<file path="src/rtl/simmem_wdata_tracker.sv">
// Pairs accepted write beats with queued write-address bursts and tags each beat with its burst id.
// Beats accepted early (before their address) are counted and released in order once an address arrives.
module simmem_wdata_tracker #(
  parameter int IidWidth    = 4,
  parameter int MaxBurstLen = 16,
  parameter int QueueDepth  = 8,
  parameter int MaxEarly    = MaxBurstLen * QueueDepth,
  localparam int LenW = $clog2(MaxBurstLen + 1),
  localparam int CntW = $clog2(MaxEarly + 1),
  localparam int QW   = $clog2(QueueDepth + 1),
  localparam int PtrW = $clog2(QueueDepth)
) (
  input  logic                clk_i,
  input  logic                rst_i,
  input  logic                waddr_valid_i,
  output logic                waddr_ready_o,
  input  logic [IidWidth-1:0] waddr_iid_i,
  input  logic [LenW-1:0]     waddr_burst_len_i,
  input  logic                wdata_valid_i,
  output logic                wdata_ready_o,
  output logic                beat_valid_o,
  input  logic                beat_ready_i,
  output logic [IidWidth-1:0] beat_iid_o,
  output logic                beat_last_o,
  output logic                burst_done_o,
  output logic [IidWidth-1:0] burst_done_iid_o,
  output logic [CntW-1:0]     early_cnt_o,
  output logic [QW-1:0]       queue_cnt_o,
  output logic                err_o
);

  logic [IidWidth-1:0] iid_q [QueueDepth];
  logic [LenW-1:0]     len_q [QueueDepth];
  logic [PtrW-1:0]     wptr_q, rptr_q;
  logic [QW-1:0]       qcnt_q, qcnt_d;
  logic [LenW-1:0]     head_rem_q, head_rem_d;
  logic [CntW-1:0]     early_q, early_d;
  logic                err_q;
  logic                done_q;
  logic [IidWidth-1:0] done_iid_q;

  logic waddr_hs, len_ok, push, wdata_hs, beat_hs, pop;

  assign waddr_ready_o = qcnt_q < QW'(QueueDepth);
  assign wdata_ready_o = early_q < CntW'(MaxEarly);
  assign beat_valid_o  = (early_q != '0) && (qcnt_q != '0);
  assign beat_iid_o    = iid_q[rptr_q];
  assign beat_last_o   = head_rem_q == LenW'(1);

  assign waddr_hs = waddr_valid_i && waddr_ready_o;
  assign len_ok   = (waddr_burst_len_i != '0) && (waddr_burst_len_i <= LenW'(MaxBurstLen));
  assign push     = waddr_hs && len_ok;
  assign wdata_hs = wdata_valid_i && wdata_ready_o;
  assign beat_hs  = beat_valid_o && beat_ready_i;
  assign pop      = beat_hs && beat_last_o;

  assign burst_done_o     = done_q;
  assign burst_done_iid_o = done_iid_q;
  assign early_cnt_o      = early_q;
  assign queue_cnt_o      = qcnt_q;
  assign err_o            = err_q;

  // When the head pops with no successor in memory, an address arriving the same cycle becomes the head.
  always_comb begin
    head_rem_d = head_rem_q;
    if (pop) begin
      if (qcnt_q > QW'(1)) begin
        head_rem_d = len_q[rptr_q + PtrW'(1)];
      end else if (push) begin
        head_rem_d = waddr_burst_len_i;
      end else begin
        head_rem_d = '0;
      end
    end else if (beat_hs) begin
      head_rem_d = head_rem_q - LenW'(1);
    end else if (push && (qcnt_q == '0)) begin
      head_rem_d = waddr_burst_len_i;
    end
  end

  always_comb begin
    early_d = early_q;
    case ({wdata_hs, beat_hs})
      2'b10:   early_d = early_q + CntW'(1);
      2'b01:   early_d = early_q - CntW'(1);
      default: early_d = early_q;
    endcase
  end

  always_comb begin
    qcnt_d = qcnt_q;
    case ({push, pop})
      2'b10:   qcnt_d = qcnt_q + QW'(1);
      2'b01:   qcnt_d = qcnt_q - QW'(1);
      default: qcnt_d = qcnt_q;
    endcase
  end

  always_ff @(posedge clk_i or posedge rst_i) begin
    if (rst_i) begin
      for (int i = 0; i < QueueDepth; i++) begin
        iid_q[i] <= '0;
        len_q[i] <= '0;
      end
      wptr_q     <= '0;
      rptr_q     <= '0;
      qcnt_q     <= '0;
      head_rem_q <= '0;
      early_q    <= '0;
      err_q      <= 1'b0;
      done_q     <= 1'b0;
      done_iid_q <= '0;
    end else begin
      if (push) begin
        iid_q[wptr_q] <= waddr_iid_i;
        len_q[wptr_q] <= waddr_burst_len_i;
        wptr_q        <= wptr_q + PtrW'(1);
      end
      if (pop) begin
        rptr_q <= rptr_q + PtrW'(1);
      end
      if (waddr_hs && !len_ok) begin
        err_q <= 1'b1;
      end
      done_q     <= pop;
      done_iid_q <= pop ? iid_q[rptr_q] : done_iid_q;
      qcnt_q     <= qcnt_d;
      head_rem_q <= head_rem_d;
      early_q    <= early_d;
    end
  end

endmodule
</file>
<file path="config.mk">
export PLATFORM = sky130hd
export DESIGN_NAME = simmem_wdata_tracker
export DESIGN_NICKNAME = d
export VERILOG_FILES = /design/src/rtl/simmem_wdata_tracker.sv
export SDC_FILE = /design/constraint.sdc
export NUM_CORES = 1
export LEC_CHECK = 0
export CORE_AREA = 2 2 104 106
export CTS_CLUSTER_SIZE = 25
export DETAILED_ROUTE_END_ITERATION = 7
export DIE_AREA = 0 0 106 108
export DONT_BUFFER_PORTS = 1
export PLACE_DENSITY = 0.76
export SYNTH_ARGS = -nofsm -noshare
export SYNTH_HDL_FRONTEND = slang
export SYNTH_SLANG_ARGS = --single-unit
export TNS_END_PERCENT = 20
</file>
<file path="constraint.sdc">
create_clock -name clk_i -period 5.73 [get_ports clk_i]
set_input_delay 0.8595 -clock clk_i [delete_from_list [all_inputs] [get_ports clk_i]]
set_output_delay 0.8595 -clock clk_i [all_outputs]
set_load 0.01 [all_outputs]
</file>
==> results.md <==
- Max_cap viols: 0
- Req. time, crit path: 6.03 ns
- PortBufs: 0
- Total negative setup slack: 0 ns
- ANT cells: 0
- R2r endpoint: early_cnt_o[6]
- Reg-to-reg critical path startpoint: early_cnt_o[4]
- Die width: 106 um
- Crit path max fanout: 21
- Routability cong.: 0.860
- Final hold viol count: 0
- Die ar.: 11400 sq um
- Met2 WL: 5090 um
- Core area: 10200 sq um
- Maximum vdd drop: 325 uV
- Fraction of registers with async set/reset: 100%
- Clk buf depth: 2
- Final HPWL DP: 6910 um
- Warnings from Yosys: 0
- Hold Buf Count CTS: 0
- Htree depth: 3
- Cts repair resizes: 0
- Fmax: 0.262 GHz
- Power Density: 363 nW/um^2
- RSZ-0062 raised after global routing: no
- Clock-pin slew on the worst setup and hold paths: 0.09 ns
- CTS root buf: clkbuf_8
- Library cells used by synthesis: 67
- R2R depth: 11
- Synthesis-to-finish area growth: 5.17%
- Design Power: 2.02 mW
- Final #Nets: 414
- I/O pin count: 40
- Hold Slack: 0.410 ns
- FP Rows: 37
- Final Setup Violations: 0
- Initial Util: 51.8%
- Antenna violations before repair: 0
- Syn avg cell area: 13.2 sq um
- Worst Skew: 0.00790 ns
- Via count: 3194
- Synth Cell Area: 5300 sq um
- Commonest non-fill, non-tap cell in the layout: dfrtp_1
- Critical path capture point type: flip-flop
- Final Critical Period: 3.82 ns
- First-pass GRT wire length: 16700 um
- Drt total wl: 10400 um
- Share of the yosys chip area belonging to registers: 47.7%
- Startpoint Class: flip-flop
- CTS tree: built
- P_leak: 2.62 nW
- Overflow after GRT: 0
- Highest metal used: met4
- Flop2flop setup slack: 1.91 ns
- Gr usage total: 19.2%
- Vias in the first global route: 3153
- Commonest non-fill, non-tap cells in the layout: dfrtp_1, mux2_2, mux4_2
- Met3 WL: 359 um
- Routed metal-1 wire length: 4790 um
- Clk_lat worst skew: 0.37 ns
- Synth Register Bits: 101
- WL/cell: 19.6 um
- Mapped Nets: 426
- Clk sink count: 101
- Measured slew at the worst slew-check pin: 1.06 ns
- Cts bufs inserted: 9
- Worst Setup Path Type: flip-flop to flip-flop
- Max Slew Vio Count: 0
- CP arrival: 4.12 ns
- Proportion of layout cells with a drive suffix above 1: 35.5%
- Relative slew slack: 28.9%
- Post-detailed-route count of antenna-violating nets: 0
- Post-synth EDFFs: 0
- Synth Flop Type: dfrtp_1
- DRT Pass-1 Iters: 4
- Die Y: 108 um
- Status: finished, final reports clean
- Hold Path Class: primary input to asynchronous set/reset pin
- Final period util: 66.7%
- Syn Inst Count: 401
- DRT iter0 DRCs: 118
- Largest net degree at the start of global routing: 60
- DR vias/cell: 6.03
- # DRC: 0
- Post-CTS setup buffer count: 0
area by class of cell:
type	instances	area, sq um
fill	814	4660
multi-input combinational	263	2620
sequential	101	2530
inverter	13	53.8
clock inverter	5	57.6
timing repair buffer	1	7.51
clock buffer	11	141
tap	136	170
cell families after synthesis:
family	count (synthesis)	share of synthesized area (%)
compound gates	46	6.23
xor+xnor	21	3.97
fa+ha+maj	11	2.60
buf+inv	37	2.95
flops	101	47.7
mux	107	26.4
simple gates	78	10.1
critical path: stages (launching register included):
cell      delay [ns]
dfrtp_1         0.54
or3_4           0.48
o311ai_4        0.52
inv_2           0.13
ha_1            0.48
xor2_1          0.25
ha_1            0.24
or3_1           0.31
a21oi_1         0.25
o211ai_1        0.14
a31oi_1         0.24
xor2_1          0.16
state kept, by name, indices dropped and copies added, names as in the netlist:
register          cells
len_q                40
early_cnt_o           8
head_rem_q            5
rptr_q                3
wptr_q                3
queue_cnt_o           4
iid_q                32
burst_done_iid_o      4
burst_done_o          1
err_o                 1
stage by stage:
| stage | instances | setup slack (ns) | util, % | cell area (sq um) |
|---|---|---|---|---|
| 3_3_place_gp | 514 | 2.08 | 52.5 | 5380 |
| 6_report | 530 | 1.91 | 54.5 | 5570 |
| 5_1_grt | 530 | 1.67 | 54.5 | 5570 |
| 2_1_floorplan | 401 | 2.12 | - | 5300 |
| 3_5_place_dp | 514 | 1.96 | 52.5 | 5380 |
| 4_1_cts | 530 | 1.94 | 54.5 | 5570 |
cell usage after synthesis (all sizes together) (3+ instances only):
master / count / area (sq um)
dfrtp: 101 / 2530
mux2: 84 / 946
mux4: 18 / 405
clkbuf: 17 / 63.8
nand2: 17 / 63.8
nor2: 17 / 81.3
inv: 13 / 51.3
a21oi: 12 / 60.1
xnor2: 12 / 124
ha: 11 / 138
xor2: 9 / 86.3
nand3: 8 / 45.0
o21ai: 8 / 40.0
buf: 7 / 41.3
mux2i: 5 / 50.1
or3: 4 / 30.0
a22oi: 3 / 22.5
nand3b: 3 / 35.0
nand4: 3 / 25.0
nor2b: 3 / 18.8
nor3: 3 / 20.0
nor4b: 3 / 56.3
o211ai: 3 / 22.5
per-layer routing:
| metal | track usage [%] | up-vias |
|---|---|---|
| met5 | 0 | - |
| met4 | 8.27 | 0 |
| met3 | 2.83 | 12 |
| met2 | 30.4 | 73 |
| met1 | 26.6 | 1671 |
| li1 | - | 1438 |
worst max path at each step:
stage,startpoint,depth (start not counted),slack [ns],to
final,early_cnt_o[4],11,1.91,early_cnt_o[6]
after global routing,early_cnt_o[4],11,1.67,early_cnt_o[6]
after CTS,early_cnt_o[4],11,1.94,early_cnt_o[6]
after detailed placement,early_cnt_o[4],11,1.96,early_cnt_o[6]
after floorplan,early_cnt_o[4],14,2.12,early_cnt_o[6]
after global placement,early_cnt_o[4],11,2.08,early_cnt_o[6]
power breakdown:
| part | switching, mW | internal (mW) |
|---|---|---|
| Clock | 0.245 | 0.215 |
| Sequential | 0.205 | 0.797 |
| Combinational | 0.273 | 0.285 |
Note: power is estimated with default switching activity, not from simulation.
